[src/rtl/cordic_rot_arbiter_if.sv]
// rtl/cordic_rot_arbiter_if.sv - requester-side request/response bundle of the CORDIC rotation arbiter
interface cordic_rot_arbiter_if #(
    parameter int DATA_WIDTH  = 16,
    parameter int ANGLE_WIDTH = 16,
    parameter int N_REQ       = 2
);
    logic [N_REQ-1:0]             req_en;
    logic [DATA_WIDTH*N_REQ-1:0]  req_xin_flat;
    logic [DATA_WIDTH*N_REQ-1:0]  req_yin_flat;
    logic [ANGLE_WIDTH*N_REQ-1:0] req_angle_flat;
    logic [N_REQ-1:0]             req_busy;
    logic [N_REQ-1:0]             rsp_vld;
    logic [DATA_WIDTH-1:0]        rsp_xout;
    logic [DATA_WIDTH-1:0]        rsp_yout;
    logic [1:0]                   grant_id;

    modport master (
        output req_en, req_xin_flat, req_yin_flat, req_angle_flat,
        input  req_busy, rsp_vld, rsp_xout, rsp_yout, grant_id
    );

    modport slave (
        input  req_en, req_xin_flat, req_yin_flat, req_angle_flat,
        output req_busy, rsp_vld, rsp_xout, rsp_yout, grant_id
    );
endinterface

[src/rtl/cordic_rot_arbiter.sv]
// rtl/cordic_rot_arbiter.sv - round-robin sharing of one CORDIC rotation engine; CORDIC_ARB_TIMEOUT_EN adds a WAIT watchdog
module cordic_rot_arbiter #(
    parameter int DATA_WIDTH     = 16,
    parameter int ANGLE_WIDTH    = 16,
    parameter int N_REQ          = 2,
    parameter int TIMEOUT_CYCLES = 64
) (
    input  logic                   clk,
    input  logic                   rst,
    cordic_rot_arbiter_if.slave    req_bus,
    output logic                   err_timeout,
    output logic                   cordic_rot_en,
    output logic [DATA_WIDTH-1:0]  cordic_rot_xin_reg,
    output logic [DATA_WIDTH-1:0]  cordic_rot_yin_reg,
    output logic [ANGLE_WIDTH-1:0] cordic_rot_angle_in_reg,
    input  logic [DATA_WIDTH-1:0]  cordic_rot_xout,
    input  logic [DATA_WIDTH-1:0]  cordic_rot_yout,
    input  logic                   cordic_rot_opvld,
    output logic                   cordic_rot_angle_microRot_n,
    output logic                   cordic_rot_microRot_ext_vld,
    output logic [1:0]             cordic_rot_quad_in
);
    typedef enum logic [1:0] {IDLE, ISSUE, WAIT} state_t;

    state_t state, state_nxt;

    // Slot storage is padded to four entries so a 2-bit owner id can index it for any N_REQ.
    logic [3:0]               slot_vld;
    logic [DATA_WIDTH-1:0]    slot_x [4];
    logic [DATA_WIDTH-1:0]    slot_y [4];
    logic [ANGLE_WIDTH-1:0]   slot_a [4];
    logic [3:0]               req_en4;
    logic [4*DATA_WIDTH-1:0]  xin4;
    logic [4*DATA_WIDTH-1:0]  yin4;
    logic [4*ANGLE_WIDTH-1:0] ang4;

    logic [1:0] last_grant;
    logic [1:0] grant_id;
    logic [1:0] pick_id;
    logic       pick_found;
    logic       issue_load;
    logic       op_done;
    logic       op_expire;

    assign req_en4 = 4'(req_bus.req_en);
    assign xin4    = (4*DATA_WIDTH)'(req_bus.req_xin_flat);
    assign yin4    = (4*DATA_WIDTH)'(req_bus.req_yin_flat);
    assign ang4    = (4*ANGLE_WIDTH)'(req_bus.req_angle_flat);

    assign req_bus.req_busy = slot_vld[N_REQ-1:0];
    assign req_bus.grant_id = grant_id;

    assign cordic_rot_angle_microRot_n = 1'b1;
    assign cordic_rot_microRot_ext_vld = 1'b1;
    assign cordic_rot_quad_in          = 2'b00;

`ifdef CORDIC_ARB_TIMEOUT_EN
    localparam int CNT_W = $clog2(TIMEOUT_CYCLES + 1);

    logic [CNT_W-1:0] wd_cnt;
    logic             err_q;

    always_ff @(posedge clk) begin
        if (rst) begin
            wd_cnt <= '0;
            err_q  <= 1'b0;
        end else begin
            wd_cnt <= (state == WAIT) ? wd_cnt + CNT_W'(1) : '0;
            if (op_expire) err_q <= 1'b1;
        end
    end

    assign err_timeout = err_q;
`else
    // Without the watchdog the flag is a constant low; the limit has no effect.
    assign err_timeout = (TIMEOUT_CYCLES < 0);
`endif

    // Scan from the farthest candidate back to the nearest so the first one after last_grant wins.
    always_comb begin
        logic [2:0] idx;
        pick_found = 1'b0;
        pick_id    = '0;
        idx        = '0;
        for (int k = N_REQ; k >= 1; k--) begin
            idx = {1'b0, last_grant} + 3'(k);
            if (idx >= 3'(N_REQ)) idx = idx - 3'(N_REQ);
            if (slot_vld[idx[1:0]]) begin
                pick_found = 1'b1;
                pick_id    = idx[1:0];
            end
        end
    end

    always_ff @(posedge clk) begin
        if (rst) state <= IDLE;
        else     state <= state_nxt;
    end

    always_comb begin
        state_nxt     = state;
        cordic_rot_en = 1'b0;
        issue_load    = 1'b0;
        op_done       = 1'b0;
        op_expire     = 1'b0;
        case (state)
            IDLE: begin
                if (pick_found) begin
                    issue_load = 1'b1;
                    state_nxt  = ISSUE;
                end
            end
            ISSUE: begin
                cordic_rot_en = 1'b1;
                state_nxt     = WAIT;
            end
            WAIT: begin
                if (cordic_rot_opvld) begin
                    op_done   = 1'b1;
                    state_nxt = IDLE;
                end
`ifdef CORDIC_ARB_TIMEOUT_EN
                else if (wd_cnt == CNT_W'(TIMEOUT_CYCLES - 1)) begin
                    op_expire = 1'b1;
                    state_nxt = IDLE;
                end
`endif
            end
            default: state_nxt = IDLE;
        endcase
    end

    // A slot finishing and a new capture never target the same index: capture needs the slot free.
    always_ff @(posedge clk) begin
        if (rst) begin
            slot_vld <= '0;
        end else begin
            if (op_done || op_expire) slot_vld[grant_id] <= 1'b0;
            for (int i = 0; i < 4; i++) begin
                if (req_en4[i] && !slot_vld[i]) slot_vld[i] <= 1'b1;
            end
        end
    end

    always_ff @(posedge clk) begin
        for (int i = 0; i < 4; i++) begin
            if (req_en4[i] && !slot_vld[i]) begin
                slot_x[i] <= xin4[i*DATA_WIDTH +: DATA_WIDTH];
                slot_y[i] <= yin4[i*DATA_WIDTH +: DATA_WIDTH];
                slot_a[i] <= ang4[i*ANGLE_WIDTH +: ANGLE_WIDTH];
            end
        end
    end

    always_ff @(posedge clk) begin
        if (rst) begin
            grant_id                <= '0;
            last_grant              <= 2'(N_REQ - 1);
            cordic_rot_xin_reg      <= '0;
            cordic_rot_yin_reg      <= '0;
            cordic_rot_angle_in_reg <= '0;
            req_bus.rsp_vld         <= '0;
            req_bus.rsp_xout        <= '0;
            req_bus.rsp_yout        <= '0;
        end else begin
            req_bus.rsp_vld <= '0;
            if (issue_load) begin
                grant_id                <= pick_id;
                cordic_rot_xin_reg      <= slot_x[pick_id];
                cordic_rot_yin_reg      <= slot_y[pick_id];
                cordic_rot_angle_in_reg <= slot_a[pick_id];
            end
            if (op_done || op_expire) begin
                req_bus.rsp_vld  <= N_REQ'(4'b0001 << grant_id);
                req_bus.rsp_xout <= op_done ? cordic_rot_xout : '0;
                req_bus.rsp_yout <= op_done ? cordic_rot_yout : '0;
                last_grant       <= grant_id;
            end
        end
    end
endmodule

[src/flat_wrapper.sv]
// flat-port wrapper written by rule: the top's interface ports become plain ports
module cordic_rot_arbiter_flat 
#(
    parameter int DATA_WIDTH     = 16,
    parameter int ANGLE_WIDTH    = 16,
    parameter int N_REQ          = 2,
    parameter int TIMEOUT_CYCLES = 64
)
  (clk, rst, err_timeout, cordic_rot_en, cordic_rot_xin_reg, cordic_rot_yin_reg, cordic_rot_angle_in_reg, cordic_rot_xout, cordic_rot_yout, cordic_rot_opvld, cordic_rot_angle_microRot_n, cordic_rot_microRot_ext_vld, cordic_rot_quad_in, req_bus_req_en, req_bus_req_xin_flat, req_bus_req_yin_flat, req_bus_req_angle_flat, req_bus_req_busy, req_bus_rsp_vld, req_bus_rsp_xout, req_bus_rsp_yout, req_bus_grant_id);
  cordic_rot_arbiter_if #(.DATA_WIDTH(DATA_WIDTH), .ANGLE_WIDTH(ANGLE_WIDTH), .N_REQ(N_REQ)) req_bus_i ();
  input  logic clk;
  input  logic rst;
  output logic err_timeout;
  output logic cordic_rot_en;
  output logic [DATA_WIDTH-1:0] cordic_rot_xin_reg;
  output logic [DATA_WIDTH-1:0] cordic_rot_yin_reg;
  output logic [ANGLE_WIDTH-1:0] cordic_rot_angle_in_reg;
  input  logic [DATA_WIDTH-1:0] cordic_rot_xout;
  input  logic [DATA_WIDTH-1:0] cordic_rot_yout;
  input  logic cordic_rot_opvld;
  output logic cordic_rot_angle_microRot_n;
  output logic cordic_rot_microRot_ext_vld;
  output logic [1:0] cordic_rot_quad_in;
  input wire logic [$bits(req_bus_i.req_en)-1:0] req_bus_req_en;
  input wire logic [$bits(req_bus_i.req_xin_flat)-1:0] req_bus_req_xin_flat;
  input wire logic [$bits(req_bus_i.req_yin_flat)-1:0] req_bus_req_yin_flat;
  input wire logic [$bits(req_bus_i.req_angle_flat)-1:0] req_bus_req_angle_flat;
  output wire logic [$bits(req_bus_i.req_busy)-1:0] req_bus_req_busy;
  output wire logic [$bits(req_bus_i.rsp_vld)-1:0] req_bus_rsp_vld;
  output wire logic [$bits(req_bus_i.rsp_xout)-1:0] req_bus_rsp_xout;
  output wire logic [$bits(req_bus_i.rsp_yout)-1:0] req_bus_rsp_yout;
  output wire logic [$bits(req_bus_i.grant_id)-1:0] req_bus_grant_id;
  assign req_bus_i.req_en = req_bus_req_en;
  assign req_bus_i.req_xin_flat = req_bus_req_xin_flat;
  assign req_bus_i.req_yin_flat = req_bus_req_yin_flat;
  assign req_bus_i.req_angle_flat = req_bus_req_angle_flat;
  assign req_bus_req_busy = req_bus_i.req_busy;
  assign req_bus_rsp_vld = req_bus_i.rsp_vld;
  assign req_bus_rsp_xout = req_bus_i.rsp_xout;
  assign req_bus_rsp_yout = req_bus_i.rsp_yout;
  assign req_bus_grant_id = req_bus_i.grant_id;
  cordic_rot_arbiter #(.DATA_WIDTH(DATA_WIDTH), .ANGLE_WIDTH(ANGLE_WIDTH), .N_REQ(N_REQ), .TIMEOUT_CYCLES(TIMEOUT_CYCLES)) u_core (.clk(clk), .rst(rst), .req_bus(req_bus_i), .err_timeout(err_timeout), .cordic_rot_en(cordic_rot_en), .cordic_rot_xin_reg(cordic_rot_xin_reg), .cordic_rot_yin_reg(cordic_rot_yin_reg), .cordic_rot_angle_in_reg(cordic_rot_angle_in_reg), .cordic_rot_xout(cordic_rot_xout), .cordic_rot_yout(cordic_rot_yout), .cordic_rot_opvld(cordic_rot_opvld), .cordic_rot_angle_microRot_n(cordic_rot_angle_microRot_n), .cordic_rot_microRot_ext_vld(cordic_rot_microRot_ext_vld), .cordic_rot_quad_in(cordic_rot_quad_in));
endmodule
[config.mk]
export PLATFORM = sky130hd
export DESIGN_NAME = cordic_rot_arbiter_flat
export DESIGN_NICKNAME = d
export VERILOG_FILES = /design/src/rtl/cordic_rot_arbiter_if.sv /design/src/rtl/cordic_rot_arbiter.sv /design/src/flat_wrapper.sv
export SDC_FILE = /design/constraint.sdc
export NUM_CORES = 1
export LEC_CHECK = 0
export ABC_AREA = 1
export CORE_UTILIZATION = 25
export DETAILED_ROUTE_END_ITERATION = 12
export PLACE_DENSITY_LB_ADDON = 0.25
export RECOVER_POWER = 50
export SYNTH_ARGS = -nofsm -noshare
export SYNTH_HDL_FRONTEND = slang
export SYNTH_SLANG_ARGS = --single-unit
[constraint.sdc]
create_clock -name clk -period 2.4 [get_ports clk]
set_input_delay 0.48 -clock clk [delete_from_list [all_inputs] [get_ports clk]]
set_output_delay 0.48 -clock clk [all_outputs]
set_load 0.05 [all_outputs]
==> reports/results.txt, run 1 <==
Outcome = finished clean
Clock Skew = 0.0131 ns
First-pass GRT wire length = 27700 µm
Crit share post-route = 0.945
Worst skew pair latency = 0.43 ns
Num CTS Buffers = 17
# DRC = 0
Setup ws final = 0.132 ns
Worst-path clk slew = 0.07 ns
Max-slew violation count = 0
Slew margin rel. = 0.0397
R2r setup slk = 0.34 ns
Share of cells above drive strength 1 = 0.0517
Critical Path RT = 1.92 ns
Root Driver = clkbuf_16
Std cell rows = 61
CTS resizes = 0
Die height = 171 µm
CP cell instances = inv_1, nor2_1, clkdlybuf4s50_1
Clock tree buffer depth = 2
Critical path's slowest cell = clkdlybuf4s50_1
Reg2reg end = u_core.slot_y[1][1]
RSZ-0062 raised after global routing = false
Final instance area = 0.0103 mm²
Full die area = 0.0291 mm²
Crit path arrival time = 1.79 ns
CP Launch Type = flip-flop
Initial antenna violation count = 8
Critical Path Sink Type = primary output
Post-DP HPWL = 11500 µm
Non-filler cells, final = 1330
Final setup viols = 0
Largest net degree at the start of global routing = 100
Worst R2R Path Depth = 4
Max-Cap Viols = 0
Layout area overhead = 44.7%
FILL cells = 2816
FF/Latch Area = 0.00472 mm²
Vias in the first global route = 5036
Max incr delay on CP = 0.84 ns
Via/cell ratio = 4.14
Global placement routability congestion = 0.735
Area of the multi-input gates = 0.00192 mm²
Kind of critical path = flip-flop to primary output
Cell leakage power = 3.97 nW
Placed Area = 0.00969 mm²
Global route overflow = 0
Tmin final = 2.27 ns
TritonCTS clock tree = yes
CP max FO = 3
Ports = 225
Hold crit path type = flip-flop to flip-flop
Worst hold start = u_core.req_bus.rsp_yout[2]
Setup Fix Bufs, Post-CTS = 0
Initial DRC count = 294
Hold_buf cts = 0
TNS Setup = 0 ns
Distinct cell type count after synthesis = 25
Syn avg cell area = 9.65 µm²
Largest regs = u_core.slot_a x32, u_core.slot_x x32, u_core.slot_y x32
Launch point of the worst path = u_core.state[0]
Overall Power = 8.76 mW
Routed via count = 5504
Seq cells post-synth = 188
Worst Tran Pin Value = 1.44 ns
Post-Synthesis Cells = 736
GRT Total Usage = 0.126
Main synth FF type = edfxtp_1
Synth top area share = 0.406
Max Freq = 0.441 GHz
Synth Cell Area = 0.00710 mm²
Pre-CTS WS = 0.576 ns
Async SR Flop Fraction = 0
Worst VDD drop = 0.000418 V
Commonest cells after routing, fill and taps aside = nand2_1 (126), clkdlybuf4s50_1 (120), nor2_1 (104)
Routed WL per cell = 14.0 µm
Layout net count = 1068
Synth top area cells = edfxtp_1 (41%), dfxtp_1 (26%), nand2_1 (6.7%)
Remaining antenna violation count = 0
DRT Pass-1 Iters = 4
Synth area leader = edfxtp_1
Initial Util = 0.255
Synth Warn # = 0
PortBufs = 219
Dpl cells = 1294
Register area share after synthesis = 0.665
Most common cell after layout, fill and taps aside = nand2_1
Number of synthesized flops with an enable pin = 96
Die width = 171 µm
TritonCTS sink count = 188
Power Density = 853 mW/mm²
R2r startpoint = u_core.slot_vld[1]
Htree depth = 4
Post-Route WL = 18600 µm
Critical Path End = cordic_rot_en
Core footprint = 0.0279 mm²
Final Hold Viols = 0
critical path: cells and delay by family, from the launching register on:
family	cells	cell delay, ns
and+or+nand+nor	1	0.12
buffers and inverters	2	0.90
DFF	1	0.33
per-layer routing:
metal / share of wire / wire length [µm] / track usage / vias up
met4: 0.013 / 233 / 0.0423 / 6
met5: 0.0022 / 41 / 0 / -
li1: - / - / - / 2816
met3: 0.085 / 1580 / 0.0470 / 20
met2: 0.47 / 8670 / 0.204 / 177
met1: 0.43 / 8100 / 0.154 / 2485
kinds of logic (layout without fill, tap and decap cells):
logic type,after synthesis,in the layout,synth area share
buffers and inverters,117,325,0.0682
other,2,10,0.00106
AOI/OAI and AO/OA,139,139,0.0999
and+or+nand+nor,290,290,0.166
DFF,188,188,0.665
power by group:
| part | switching, mW | internal, mW |
|---|---|---|
| Combinational | 1.29 | 0.682 |
| Sequential | 0.131 | 3.69 |
| Clock | 1.31 | 1.66 |
| Total | 2.73 | 6.04 |
through the flow:
stage	util	hold WS [ns]
final	0.369	0.463
after global routing	0.369	0.476
after CTS	0.370	0.466
after detailed placement	0.348	0.454
after global placement	0.348	0.448
after floorplan	-	0.422
worst min-delay path by stage:
| stage | slack (ns) | depth (start not counted) | end |
|---|---|---|---|
| floorplan | 0.42 | 2 | u_core.slot_vld[3] |
| global placement | 0.45 | 2 | u_core.slot_vld[3] |
| detailed placement | 0.45 | 2 | u_core.req_bus.rsp_yout[1] |
| CTS | 0.47 | 2 | u_core.slot_vld[3] |
| global route | 0.48 | 2 | u_core.slot_vld[3] |
| finish | 0.46 | 2 | u_core.req_bus.rsp_yout[2] |
cell type report:
class	count	area share
Timing Repair Buffer	230	0.224
Tap cell	378	0.0460
Antenna cell	5	0.00122
Sequential cell	188	0.460
Clock buffer	17	0.0414
Inverter	64	0.0234
Multi-Input combinational cell	434	0.187
Clock inverter	14	0.0180
cells in the mapped netlist, drive strengths merged, types with 2 or more instances:
| library cell | n |
|---|---|
| nand2 | 127 |
| nor2 | 106 |
| edfxtp | 96 |
| dfxtp | 92 |
| a21oi | 83 |
| inv | 63 |
| nand3 | 55 |
| o21ai | 51 |
| clkbuf | 32 |
| buf | 21 |
| a211oi | 2 |
| conb | 2 |
| nor3 | 2 |
Note: power is estimated with default switching activity, not from simulation.
==> run 2: changes to the inputs <==
- REMOVE_ABC_BUFFERS: unset -> 1
==> reports/results.txt, run 2 (synthesis results as in run 1) <==
Outcome = finished clean
Initial DRC count = 319
FF/Latch Area = 0.00472 mm²
Post-DP HPWL = 12400 µm
FILL cells = 2734
Root Driver = clkbuf_16
Final Core Density = 0.369
Cell leakage power = 3.98 nW
Power Density = 831 mW/mm²
Pre-CTS WS = 0.298 ns
Vias in the first global route = 5345
Reg2reg end = u_core.slot_x[1][4]
Final Hold Viols = 0
Most common cell after layout, fill and taps aside = nand2_1
Ports = 225
Die width = 171 µm
Largest net degree at the start of global routing = 53
Worst Tran Pin Value = 1.27 ns
Tmin final = 2.26 ns
Worst skew pair latency = 0.44 ns
Worst R2R Path Depth = 4
Global route overflow = 0
Initial Util = 0.255
Core footprint = 0.0279 mm²
Critical Path Sink Type = primary output
Via/cell ratio = 4.20
Die height = 171 µm
Final setup viols = 0
Crit path arrival time = 1.78 ns
Worst hold stages = 2
Hold_buf cts = 0
Initial antenna violation count = 3
Worst VDD drop = 0.000460 V
R2r setup slk = 0.48 ns
DRT Pass-1 Iters = 4
Global placement routability congestion = 0.715
First-pass GRT wire length = 30100 µm
Hold crit path type = flip-flop to flip-flop
Worst hold start = u_core.slot_vld[2]
Worst Hold Path EP = u_core.slot_vld[2]
Max-slew violation count = 0
Hold WS = 0.458 ns
Setup Fix Bufs, Post-CTS = 0
PortBufs = 219
Setup ws final = 0.144 ns
R2r startpoint = u_core.slot_vld[1]
Htree depth = 4
CTS resizes = 0
CP max FO = 3
Critical Path RT = 1.92 ns
Full die area = 0.0291 mm²
Clock Skew = 0.0143 ns
TritonCTS sink count = 188
TNS Setup = 0 ns
Slew margin rel. = 0.152
Crit share post-route = 0.940
Layout net count = 1072
Std cell rows = 61
Layout area overhead = 44.8%
Kind of critical path = flip-flop to primary output
Share of cells above drive strength 1 = 0.0557
Overall Power = 8.54 mW
Launch point of the worst path = u_core.state[0]
Clock tree buffer depth = 2
Routed via count = 5592
Commonest cells after routing, fill and taps aside = nand2_1 (126), clkdlybuf4s50_1 (120), nor2_1 (104)
Max-Cap Viols = 0
Num CTS Buffers = 17
RSZ-0062 raised after global routing = false
CP Launch Type = flip-flop
Area of the multi-input gates = 0.00192 mm²
Worst-path clk slew = 0.07 ns
Post-Route WL = 19300 µm
GRT Total Usage = 0.137
Max Freq = 0.443 GHz
Largest regs = u_core.slot_a x32, u_core.slot_x x32, u_core.slot_y x32
# DRC = 0
Routed WL per cell = 14.5 µm
Remaining antenna violation count = 0
TritonCTS clock tree = yes
[run 2: report_power, final]
part | switching, mW | total [mW] | internal [mW]
Clock | 1.35 | 2.71 | 1.36
Combinational | 1.31 | 2.03 | 0.714
Sequential | 0.121 | 3.81 | 3.69
Total | 2.78 | 8.54 | 5.76
[run 2: per-stage QoR]
stage | cell area (µm²) | std cells
floorplan | 6870 | 686
global placement | 9750 | 1298
detailed placement | 9750 | 1298
CTS | 10300 | 1330
global route | 10300 | 1333
finish | 10300 | 1333
[run 2: area by class of cell]
class / count / area share
Sequential cell: 188 / 0.459
Timing Repair Buffer: 234 / 0.230
Multi-Input combinational cell: 434 / 0.187
Tap cell: 378 / 0.0460
Clock buffer: 17 / 0.0414
Inverter: 64 / 0.0234
Clock inverter: 15 / 0.0124
Antenna cell: 3 / 0.000730
[run 2: metal layers]
layer	global-route usage	wire [µm]	share of wire
met1	0.171	8800	0.46
met2	0.218	8740	0.45
met3	0.0553	1610	0.083
met4	0.0388	168	0.0087
met5	0	0	0
[run 2: how the worst max path moves through the flow]
stage	depth (start not counted)	slack [ns]	end
6_report	3	0.14	cordic_rot_en
2_1_floorplan	8	-0.91	u_core.cordic_rot_xin_reg[12]
3_5_place_dp	5	0.30	u_core.slot_vld[2]
4_1_cts	1	0.08	req_bus_grant_id[1]
3_3_place_gp	5	0.34	u_core.slot_vld[2]
5_1_grt	1	0.01	req_bus_grant_id[1]
[run 2: critical path, stage by stage, from the launching register on]
cell and delay (ns):
dfxtp_1 0.33, inv_1 0.06, nor2_1 0.13, clkdlybuf4s50_1 0.82
==> run 3: changes to the inputs <==
- CELL_PAD_IN_SITES_DETAIL_PLACEMENT: unset -> 1
- CELL_PAD_IN_SITES_GLOBAL_PLACEMENT: unset -> 1
- CORE_UTILIZATION: 25 -> 34
==> reports/results.txt, run 3 (synthesis results as in run 1) <==
FF/Latch Area = 0.00472 mm²
Htree depth = 4
# DRC = 0
Routed WL per cell = 15.8 µm
Hold WS = 0.445 ns
Core footprint = 0.0204 mm²
CTS resizes = 0
Routed via count = 5693
Initial Util = 0.349
Met2 Usage GRT = 0.301
FILL cells = 2314
Initial DRC count = 242
Final setup viols = 0
Commonest cells after routing, fill and taps aside = nand2_1 (126), clkdlybuf4s50_1 (120), nor2_1 (104)
Worst Tran Pin Value = 1.47 ns
TritonCTS sink count = 188
Crit path arrival time = 1.76 ns
Reg2reg end = u_core.slot_x[0][3]
Cell count along the critical path = 1
CP Launch Type = flip-flop
Critical path's slowest cell = clkdlybuf4s50_1
Global placement routability congestion = 0.736
Setup ws final = 0.160 ns
Placed Area = 0.00960 mm²
Share of cells above drive strength 1 = 0.0504
Critical Path RT = 1.92 ns
Final Hold Viols = 0
Overall Power = 8.61 mW
Final Core Density = 0.498
Remaining antenna violation count = 0
R2r startpoint = u_core.slot_vld[0]
Via/cell ratio = 4.64
Critical Path Sink Type = primary output
Worst skew pair latency = 0.43 ns
Met1 Use GR = 0.227
Worst R2R Path Depth = 4
Max Freq = 0.447 GHz
Clock tree buffer depth = 2
Max incr delay on CP = 0.88 ns
Critical Path End = req_bus_grant_id[1]
Die height = 147 µm
Most common cell after layout, fill and taps aside = nand2_1
Final instance area = 0.0101 mm²
Post-Route WL = 19400 µm
Num CTS Buffers = 17
Launch point of the worst path = u_core.req_bus.grant_id[1]
Largest regs = u_core.slot_a x32, u_core.slot_x x32, u_core.slot_y x32
Max-slew violation count = 0
TritonCTS clock tree = yes
Full die area = 0.0215 mm²
Worst-path clk slew = 0.06 ns
Largest net degree at the start of global routing = 69
Hold crit path type = flip-flop to flip-flop
Layout area overhead = 42.9%
Crit-path leading delay family = buffers and inverters
Busiest grt layer = met2
DRT Pass-1 Iters = 4
Global Route met3 Usage = 0.0688
Post-DP HPWL = 12700 µm
Kind of critical path = flip-flop to primary output
Power Density = 848 mW/mm²
Crit path buf inv count = 1
Ports = 225
Worst VDD drop = 0.000382 V
Std cell rows = 52
Cell leakage power = 3.99 nW
Slew margin rel. = 0.0187
Setup Fix Bufs, Post-CTS = 0
CP cell instances = clkdlybuf4s50_1
TNS Setup = 0 ns
Max-Cap Viols = 0
R2r setup slk = 0.35 ns
Outcome = finished clean
GRT Total Usage = 0.186
Vias in the first global route = 5839
Hold_buf cts = 0
Crit share post-route = 0.933
Tmin final = 2.24 ns
Pre-CTS WS = 0.474 ns
Global route overflow = 0
Non-filler cells, final = 1226
Dpl cells = 1190
Area of the multi-input gates = 0.00192 mm²
RSZ-0062 raised after global routing = false
First-pass GRT wire length = 30800 µm
CP max FO = 7
Die width = 147 µm
Clock Skew = 0.0158 ns
Layout net count = 1072
Root Driver = clkbuf_16
PortBufs = 219
Initial antenna violation count = 2
run 3: layout make-up:
type                            count  share of cell area
Multi-Input combinational cell    434               0.189
Inverter                           64              0.0237
Clock buffer                       26              0.0535
Timing Repair Buffer              234               0.230
Antenna cell                        4            0.000986
Clock inverter                      6             0.00419
Tap cell                          270              0.0333
Sequential cell                   188               0.466
run 3: metal layers:
layer | up-vias | share of wire
li1 | 2820 | -
met1 | 2675 | 0.45
met2 | 175 | 0.47
met3 | 23 | 0.067
met4 | 0 | 0.018
met5 | - | 0
run 3: worst min path at each step:
stage	from	to	slack, ns	depth (start not counted)
2_1_floorplan	u_core.slot_vld[3]	u_core.slot_vld[3]	0.42	2
6_report	u_core.slot_vld[3]	u_core.slot_vld[3]	0.44	2
3_5_place_dp	u_core.slot_vld[3]	u_core.slot_vld[3]	0.44	2
5_1_grt	u_core.slot_vld[3]	u_core.slot_vld[3]	0.48	2
3_3_place_gp	u_core.slot_vld[3]	u_core.slot_vld[3]	0.44	2
4_1_cts	u_core.slot_vld[3]	u_core.slot_vld[3]	0.45	2
run 3: power by group:
part / internal, mW / switching (mW)
clock network: 1.58 / 1.20
registers: 3.69 / 0.120
logic: 0.699 / 1.32
total: 5.97 / 2.64
